`src/rtl/alu_result_stage.sv`:
```
// Execute-stage result register behind the combinational ALU.
// Selects the ALU result, maintains N/Z/C/V flags and drives writeback over a valid/ready handshake.
module alu_result_stage #(
    parameter int WIDTH = 32,
    parameter int RDW   = 5
) (
    input  logic             clk,
    input  logic             rst_n,
    input  logic             in_valid,
    output logic             in_ready,
    input  logic [3:0]       op,
    input  logic [RDW-1:0]   rd,
    input  logic             set_flags,
    input  logic [WIDTH-1:0] x,
    input  logic [WIDTH-1:0] y,
    output logic             alu_carry,
    input  logic [WIDTH-1:0] summ,
    input  logic             ocarry,
    input  logic [WIDTH-1:0] mult_h,
    input  logic [WIDTH-1:0] mult_l,
    input  logic [WIDTH-1:0] zand,
    input  logic [WIDTH-1:0] zor,
    input  logic [WIDTH-1:0] zxor,
    input  logic [WIDTH-1:0] znot,
    output logic             wb_valid,
    input  logic             wb_ready,
    output logic [RDW-1:0]   wb_rd,
    output logic [WIDTH-1:0] wb_data,
    output logic [3:0]       flags,
    output logic             flags_upd,
    output logic             err
);

    typedef enum logic [1:0] {IDLE, BEAT, HI} state_t;

    localparam int FN = 3;
    localparam int FZ = 2;
    localparam int FC = 1;
    localparam int FV = 0;

    state_t           state, state_nxt;
    logic             held_mull;
    logic [WIDTH-1:0] hi_data;
    logic [RDW-1:0]   hi_rd;
    logic             accept, legal, take;
    logic [WIDTH-1:0] result;
    logic [3:0]       flags_nxt;

    always_ff @(posedge clk or negedge rst_n) begin
        if (!rst_n) begin
            state <= IDLE;
        end else begin
            state <= state_nxt;
        end
    end

    always_comb begin
        state_nxt = state;
        case (state)
            IDLE: if (accept && legal) state_nxt = BEAT;
            BEAT: begin
                if (take) begin
                    if (held_mull)             state_nxt = HI;
                    else if (accept && legal)  state_nxt = BEAT;
                    else                       state_nxt = IDLE;
                end
            end
            HI:   if (take) state_nxt = (accept && legal) ? BEAT : IDLE;
            default: state_nxt = IDLE;
        endcase
    end

    // A held MULL low beat also blocks input: its high beat must follow immediately.
    always_comb begin
        wb_valid  = (state != IDLE);
        in_ready  = (state != HI) && !(state == BEAT && held_mull) && (!wb_valid || wb_ready);
        alu_carry = (op == 4'd1) && flags[FC];
    end

    assign take   = wb_valid && wb_ready;
    assign accept = in_valid && in_ready;
    assign legal  = !op[3];

    always_comb begin
        result = '0;
        case (op)
            4'd0, 4'd1: result = summ;
            4'd2:       result = zand;
            4'd3:       result = zor;
            4'd4:       result = zxor;
            4'd5:       result = znot;
            4'd6, 4'd7: result = mult_l;
            default:    result = '0;
        endcase
    end

    always_comb begin
        flags_nxt     = flags;
        flags_nxt[FN] = result[WIDTH-1];
        flags_nxt[FZ] = (result == '0);
        if (op == 4'd0 || op == 4'd1) begin
            flags_nxt[FC] = ocarry;
            flags_nxt[FV] = (x[WIDTH-1] == y[WIDTH-1]) && (summ[WIDTH-1] != x[WIDTH-1]);
        end else if (op == 4'd7) begin
            flags_nxt[FN] = mult_h[WIDTH-1];
            flags_nxt[FZ] = (mult_h == '0) && (mult_l == '0);
        end
    end

    always_ff @(posedge clk or negedge rst_n) begin
        if (!rst_n) begin
            wb_rd     <= '0;
            wb_data   <= '0;
            hi_rd     <= '0;
            hi_data   <= '0;
            held_mull <= 1'b0;
            flags     <= '0;
            flags_upd <= 1'b0;
            err       <= 1'b0;
        end else begin
            flags_upd <= accept && legal && set_flags;
            err       <= accept && !legal;
            if (accept && legal && set_flags) begin
                flags <= flags_nxt;
            end
            if (accept && legal) begin
                wb_rd     <= rd;
                wb_data   <= result;
                hi_rd     <= rd + RDW'(1);
                hi_data   <= mult_h;
                held_mull <= (op == 4'd7);
            end else if (take && held_mull && state == BEAT) begin
                wb_rd     <= hi_rd;
                wb_data   <= hi_data;
                held_mull <= 1'b0;
            end
        end
    end

endmodule
```
`config.mk`:
```
export PLATFORM = sky130hd
export DESIGN_NAME = alu_result_stage
export DESIGN_NICKNAME = d
export VERILOG_FILES = /design/src/rtl/alu_result_stage.sv
export SDC_FILE = /design/constraint.sdc
export NUM_CORES = 1
export LEC_CHECK = 0
export ABC_AREA = 0
export CELL_PAD_IN_SITES_DETAIL_PLACEMENT = 0
export CELL_PAD_IN_SITES_GLOBAL_PLACEMENT = 2
export CORE_UTILIZATION = 21
export CTS_CLUSTER_DIAMETER = 150
export CTS_CLUSTER_SIZE = 12
export DETAILED_ROUTE_END_ITERATION = 6
export GPL_ROUTABILITY_DRIVEN = 1
export PLACE_DENSITY_LB_ADDON = 0.25
export RECOVER_POWER = 100
export SYNTH_ARGS = -nofsm -noshare
export SYNTH_HDL_FRONTEND = slang
export SYNTH_SLANG_ARGS = --single-unit
```
`constraint.sdc`:
```
create_clock -name clk -period 4.34 [get_ports clk]
set_input_delay 1.085 -clock clk [delete_from_list [all_inputs] [get_ports clk]]
set_output_delay 1.085 -clock clk [all_outputs]
set_load 0.05 [all_outputs]
```
Word level (Yosys, flattened, before mapping)
Cells that the tools add are included.
Storage, ports and cells
  word-level logic and storage cells: 70
  output and inout bits: 46
  flip-flop bits (word level): 83
  input bits: 303
Operators by class
  $add $sub $neg: 1
  mux-type cells: 15
  reduce and logical (&&, ||, !) cells: 29
  equal/unequal tests: 15
Operator list (number)
  32-bit case mux with 6 select lines: 1
  32-bit logical NOT: 3
  32-bit 2-to-1 mux: 2
  4-bit by 3-bit equality test with 1-bit output (second input constant): 4
  1-bit logical AND: 13
  2-bit 2-to-1 mux: 6
  5-bit 2-to-1 mux: 2
  4-bit by 2-bit equality test with 1-bit output (second input constant): 2
  2-bit inequality test (second input constant): 4
  2-bit case mux with 3 select lines: 1
  5-bit by 1-bit adder with 5-bit output (second input constant): 1
  4-bit by 1-bit equality test with 1-bit output (second input constant): 1
  4-bit logical NOT: 1
  2-bit nonzero test: 2
  2-bit OR reduction: 2
  1-bit logical NOT: 3
  1-bit 2-to-1 mux: 3
  3-bit AND reduction: 1
  2-bit by 1-bit equality test with 1-bit output (second input constant): 1
  2-bit equality test (second input constant): 1
  2-bit logical NOT: 1
  1-bit logical OR: 2
  2-bit AND reduction: 1
  1-bit equality test: 1
  1-bit inequality test: 1

Depth between registers and ports, before layout
  word-level depth: 11
  depth in mapped cells: 10
  gate-level depth less buffers: 6

Worst setup path before layout
Ideal clock, no wire load.
  path kind: input to output
  start point: input port op[0]
  end point: output port alu_carry
  required time: 3255 ps
  buffers on the path: 3
  slack: 773 ps
  data arrival time: 2482 ps
  stages: 5
  cells stage by stage: buf_6 buf_2 buf_1 nand2_1 nor2_1
Between the ends
  longest elaborated chain between the ends: 2
RTL lines
  start: declaration: RTL line 11  | input logic [3:0] op,
  4-bit by 1-bit equality test with 1-bit output: RTL line 77  | alu_carry = (op == 4'd1) && flags[FC];
  1-bit logical AND: RTL line 77
  end: declaration: RTL line 16  | output logic alu_carry,
No other way between the ends.

Worst setup path after layout
  start point: input port op[3]
  end point: output port alu_carry
The elaborated chain is that of the path after synthesis.

==> results_dict.tcl <==
set metrics [dict create \
    drt-total-wl_um 28320 \
    cp_max_fo 18 \
    crit_slowest_cell "clkdlybuf4s50_1" \
    tns_ps 0 \
    m1WireLength_um 13170 \
    fin_crit_ps 3843 \
    ir_drop_v 0.0001944 \
    synth_compound_area_share_pct 24.68 \
    place.gp.congestion 0.8458 \
    multi_input_area_sq_um 2998 \
    cts-root-buf "clkbuf_16" \
    min_path_type "flop to flop" \
    clk_latency_ps 340 \
    layout_common_cells "clkdlybuf4s50_1, nand2_1, dfrtp_1, a22oi_1, dlygate4sd3_1" \
    grt_pass1_vias 6187 \
    cp_num_buf_inv 4 \
    synthSimpleGateAreaFrac_pct 27.95 \
    critical-path-top-delay-family "buffers and inverters" \
    final_util_pct 35.38 \
    cts_buffer_depth 2 \
    yosysWarningCount 0 \
    numCtsBuffers 9 \
    synthArstFlopShare_pct 100.0 \
    gr-total-overflow 0 \
    dr.pass1.iters 5 \
    post_cts_buffers 0 \
    drc 0 \
    worst_pin_slew_ps 2038 \
    die_h_um 162.3 \
    hold_viol 0 \
    vias_per_cell 4.877 \
    violations "max-capacitance violations, max-slew violations" \
    synth_edf_count 0 \
    final_cells 1238 \
    stdcell_area_sq_um 8909 \
    grt.total_usage_pct 21.66 \
    ios 349 \
    netlist_area_sq_um 5394 \
    power_density_nw_per_um2 336.3 \
    register_area_sq_um 2077 \
    synthesis.nets 929 \
    status "finished, violations left" \
    holdBufCountCts 0 \
    fp.dieArea_sq_um 26330 \
    routed-wl-met3_um 1650 \
    avgSynthCellArea_sq_um 8.630 \
    nFillCells 2672 \
    place_inst 1219 \
    synthXorXnorAreaFrac_pct 0.4871 \
    grt_setup_unrepaired "no" \
    nNetsFinal 1204 \
    htree_levels 3 \
    skew_ps 5.565 \
    post_cts_resized 0 \
    synth_fa_ha_area_share_pct 0.2320 \
    ys_ff_latch 83 \
    critPathCaptureType "primary output" \
    pre_cts_slack_ps 610.6 \
    cts.sinks 83 \
    synth_top_family_by_area "simple AND/OR/NAND/NOR gates" \
    start_kind "primary input" \
    clk_pin_slew_ps 60 \
    path_cells "clkdlybuf4s50_1 -> buf_4 -> inv_1 -> nand2_1 -> nor2_1 -> clkbuf_1" \
    layout-drive-gt1-share_pct 6.961 \
    worst-endpoint-required_ps 3250 \
    area_growth_pct 65.16 \
    grt_pass1_wl_um 41280 \
    grt_max_degree 63 \
    final_common_cell "clkdlybuf4s50_1" \
    initial_core_util_pct 21.42 \
    cts_tree "built" \
    cpPeakStageDelay_ps 550 \
    fin_hold_ws_ps 465.4 \
    wire_per_inst_um 22.87 \
    dp_hpwl_um 22540 \
    grt_antenna_before_repair 3 \
    fin_total_pwr_mw 2.996 \
    layout_setup_ws_ps 497.3 \
    io_buffers 286 \
    critPathKind "primary input to primary output" \
    detail-route-antenna-nets 0 \
    slew_violations 103 \
    setup_viol 0 \
    slew_headroom_pct -35.86 \
    power.leakage_nw 3.760 \
    synth_cell_types 62 \
    core_sq_um 25180 \
    met2_length_um 13000 \
    vias 6038 \
    detail_route.iter0.violations 386 \
    postSynthCellCount 625 \
    synth_seq_area_share_pct 38.51 \
    arrival_ps 2760 \
    rows 58 \
    post_dp_cell_area_sq_um 8616 \
    cap_viol_max_count 2 \
    top_layer_used "met5" \
    max_freq_mhz 260.2 \
    ys.flop_type "dfrtp_1" \
    synthMuxAreaShare_pct 2.250 \
    period_share_pct 88.54 \
    die-width_um 162.3 \
]
final timing paths:
path | start | to | slack, ps | depth (start not counted)
min in group asynchronous | rst_n | wb_data[11] | 1140 | 1
max reg2reg | held_mull | held_mull | 1490 | 6
min reg2reg | wb_data[0] | wb_data[0] | 470 | 2
min | wb_data[0] | wb_data[0] | 470 | 2
max in group asynchronous | rst_n | wb_data[9] | 1280 | 2
max | op[3] | alu_carry | 500 | 6
area by class of cell:
cell class                 count  share of cell area, %
inverter                       6                 0.2528
sequential                    83                  23.31
multi-input combinational    487                  33.65
tap                          330                  4.635
clock inverter                 5                 0.9551
timing repair buffer         313                  34.38
antenna                        3                0.08427
clock buffer                  11                  2.725
worst register-to-register path: stages (launching register included):
cell and delay (ps):
dfrtp_1 430, nor2b_1 150, o21ai_0 570, nand3_1 420, clkbuf_2 710, nand3b_1 310, o21ai_0 110
state kept, by name, indices dropped and copies added, names as in the netlist:
name,count
flags_upd,1
wb_rd,5
hi_rd,5
err,1
wb_data,32
held_mull,1
state,2
hi_data,32
flags,4
where the power goes:
part / switching, mW / internal, mW
logic: 0.659 / 0.467
clock network: 0.321 / 0.523
registers: 0.0938 / 0.932
total: 1.07 / 1.92
synth_stat cells, types with 4 or more instances:
| cell | n | area (sq um) |
|---|---|---|
| nand2_1 | 155 | 581.8 |
| dfrtp_1 | 83 | 2077 |
| a22oi_1 | 45 | 337.8 |
| a221o_1 | 19 | 190.2 |
| clkbuf_1 | 19 | 71.32 |
| nor4_1 | 19 | 118.9 |
| a21oi_1 | 17 | 85.08 |
| o21ai_0 | 17 | 85.08 |
| nor2_1 | 16 | 60.06 |
| nand3_1 | 15 | 75.07 |
| buf_2 | 14 | 70.07 |
| nand3b_1 | 13 | 97.59 |
| and2_1 | 11 | 68.82 |
| buf_6 | 11 | 123.9 |
| mux2i_1 | 11 | 110.1 |
| a22o_1 | 10 | 87.58 |
| and3_1 | 9 | 56.30 |
| nand2b_1 | 8 | 50.05 |
| or3b_2 | 8 | 70.07 |
| a211oi_1 | 7 | 52.55 |
| a21o_1 | 7 | 52.55 |
| nand4_1 | 7 | 43.79 |
| nor2b_1 | 7 | 43.79 |
| o211ai_1 | 7 | 52.55 |
| a221oi_1 | 6 | 52.55 |
| a32oi_1 | 6 | 52.55 |
| nor3b_1 | 6 | 45.04 |
| inv_1 | 5 | 18.77 |
| nor4bb_1 | 5 | 50.05 |
| a211o_1 | 4 | 35.03 |
| o221ai_1 | 4 | 35.03 |
| o22ai_1 | 4 | 25.02 |
| or4_1 | 4 | 30.03 |
routing by layer:
metal / track usage, % / up-vias
met5: 0 / -
met2: 34.65 / 225
met4: 4.588 / 4
met3: 3.933 / 29
met1: 30.17 / 2885
li1: - / 2895
cell families (layout without fill, tap and decap cells):
group                    Yosys count  in the layout
flip-flops                        83             83
AND/OR/NAND/NOR                  295            295
AO/OA/AOI/OAI                    176            176
multiplexers                      12             12
XOR/XNOR                           3              3
other                              0              3
buffers and inverters             55            335
adder cells (fa/ha/maj)            1              1
No activity file was read; power rests on OpenSTA's default activity.
==> RTL change (config.mk and constraints unchanged) <==
Encoding of `state_t`: now one-hot (3 bits for 3 states).
--- a/src/rtl/alu_result_stage.sv
+++ b/src/rtl/alu_result_stage.sv
@@ -32,5 +32,5 @@
 );
 
-    typedef enum logic [1:0] {IDLE, BEAT, HI} state_t;
+    typedef enum logic [2:0] {IDLE = 3'b001, BEAT = 3'b010, HI = 3'b100} state_t;
 
     localparam int FN = 3;
Behaviour: no difference found for any inputs over 4 cycles, from zero or initial values and one cycle with rst_n low; so few cycles prove little.
==> RTL change against the unedited design <==
The flow still finishes with violations (max-capacitance violations, max-slew violations); cell area is 1.5% higher; clock power is 15% higher; count of clock-buffer cells in the layout is 1 lower; wire length is 2.0% lower; combinational power is 9% lower; power is 0.16% lower; die area is 2.6% higher; via count is 0.71% higher; setup slack better by 0.026 ns; synthesized area is 2.6% higher; sequential power is 3% lower; sequential cell count is 1 higher; critical path type unchanged; largest cell class is now multi-input gates; largest power group unchanged; highest routed layer unchanged.
==> RTL change: results (changes against the unedited design) <==
ctsResizeCount: 0  # unchanged
grt_max_degree: 67  # was 63
vdd_drop_max_mv: 0.168  # was 0.194 mV
globalplace.congestion: 0.805  # was 0.846
largestRegisters: "hi_data (32), wb_data (32)"  # unchanged
clock_skew_ns: 0.00584  # was 0.00557 ns
violations: "max-capacitance violations, max-slew violations"  # unchanged
grt_pass1_vias: 6227  # was 6187
ys_types: 63  # was 62
drtIter0Drc: 405  # was 386
syn-num-nets: 951  # was 929
tightestPinTransition_ns: 1.70  # was 2.04 ns
routedWlPerCell_um: 22.3  # was 22.9 µm
final_max_slew_viol_count: 67  # was 103
post-cts-setup-buffers: 0  # unchanged
syn_area_per_cell_um2: 8.55  # was 8.63 µm²
drt_first_pass_iters: 6  # was 5
clockBufferDepth: 2  # unchanged
dp_hpwl_um: 22500  # about the same
max_cap_viol_count: 1  # was 2
crit_arrival_ns: 2.73  # was 2.76 ns
p_leak_uw: 0.00373  # was 0.00376 µW
wl_met2_um: 13100  # was 13000 µm
vias_per_cell: 4.88  # about the same
grt_pass1_wl_um: 40100  # was 41300 µm
vias: 6081  # was 6038
crit_fanout: 6  # was 18
place_inst: 1227  # was 1219
status: "complete, but fails checks"  # unchanged
grt_util_all_layers_pct: 20.6  # was 21.7%
wl_met1_um: 12100  # was 13200 µm
ys_top_cells_by_count: "148 x nand2_1, 83 x dfrtp_1, 38 x nor2_1"  # was 155 x nand2_1, 83 x dfrtp_1, 45 x a22oi_1
synth_area_leaders: "dfrtp_1 38%, nand2_1 10%, a221o_1 3.8%, mux2i_1 3.8%, nand3b_1 3.4%"  # was dfrtp_1 39%, nand2_1 11%, a22oi_1 6.3%, a221o_1 3.5%, buf_6 2.3%
RTL change: cell count changes after synthesis, moves of 6 or more:
cell | unedited run | this run
and2_1 | 11 | 4
buf_6 | 11 | 4
a22oi_1 | 45 | 18
nor2_1 | 16 | 38
a21o_1 | 7 | 1
buf_2 | 14 | 25
nand3b_1 | 13 | 25
mux2i_1 | 11 | 21
nand2b_1 | 8 | 15
nand2_1 | 155 | 148
o21ai_0 | 17 | 23
RTL change: cells by family after synthesis:
group | count (synthesis) | synth area share, %
and+or+nand+nor | 308 | 27.0
muxes | 28 | 6.24
DFF | 84 | 38.0
buffers and inverters | 62 | 5.52
adders and majority gates | 1 | 0.226
AOI/OAI and AO/OA | 160 | 22.3
xor gates and xnor gates | 4 | 0.633
RTL change: area by class of cell:
type | count | area (µm²)
Sequential cell | 84 | 2100
Clock inverter | 6 | 134
Inverter | 7 | 28.8
Fill cell | 2712 | 16900
Timing Repair Buffer | 300 | 2980
Tap cell | 335 | 419
Multi-Input combinational cell | 501 | 3130
Antenna cell | 2 | 5.00
Clock buffer | 10 | 239
RTL change: through the flow:
step           setup slack, ns  cell area [µm²]  hold WS (ns)
2_1_floorplan             1.11             5530         0.437
6_report                 0.523             9040         0.460
3_3_place_gp             0.645             8700         0.459
4_1_cts                  0.762             9070         0.475
5_1_grt                  0.340             9040         0.490
3_5_place_dp             0.584             8700         0.461
RTL change: final timing paths:
kind / to / start / slack, ns
max in group asynchronous: wb_data[6] / rst_n / 1.45
setup / recovery: in_ready / wb_ready / 0.52
hold / removal: wb_data[18] / wb_data[18] / 0.46
setup reg to reg: flags[0] / state[0] / 1.38
min in group asynchronous: wb_data[11] / rst_n / 1.20
hold reg to reg: wb_data[18] / wb_data[18] / 0.46
RTL change: power by group:
part,switching (µW),internal (µW),total (µW),leakage [µW]
Sequential,79.5,915,995,0.00107
Combinational,590,438,1030,0.00248
Clock,331,638,969,0.000183
Total,1000,1990,2990,0.00373
RTL change: per-layer routing:
metal	vias up	global-route usage, %
li1	2898	-
met1	2920	26.4
met2	238	33.8
met3	23	5.78
met4	2	5.09
met5	-	0
RTL change: critical path, stage by stage:
cell           delay, ns
dlygate4sd3_1       0.65
inv_1               0.10
a221oi_1            0.58
buf_4               0.31
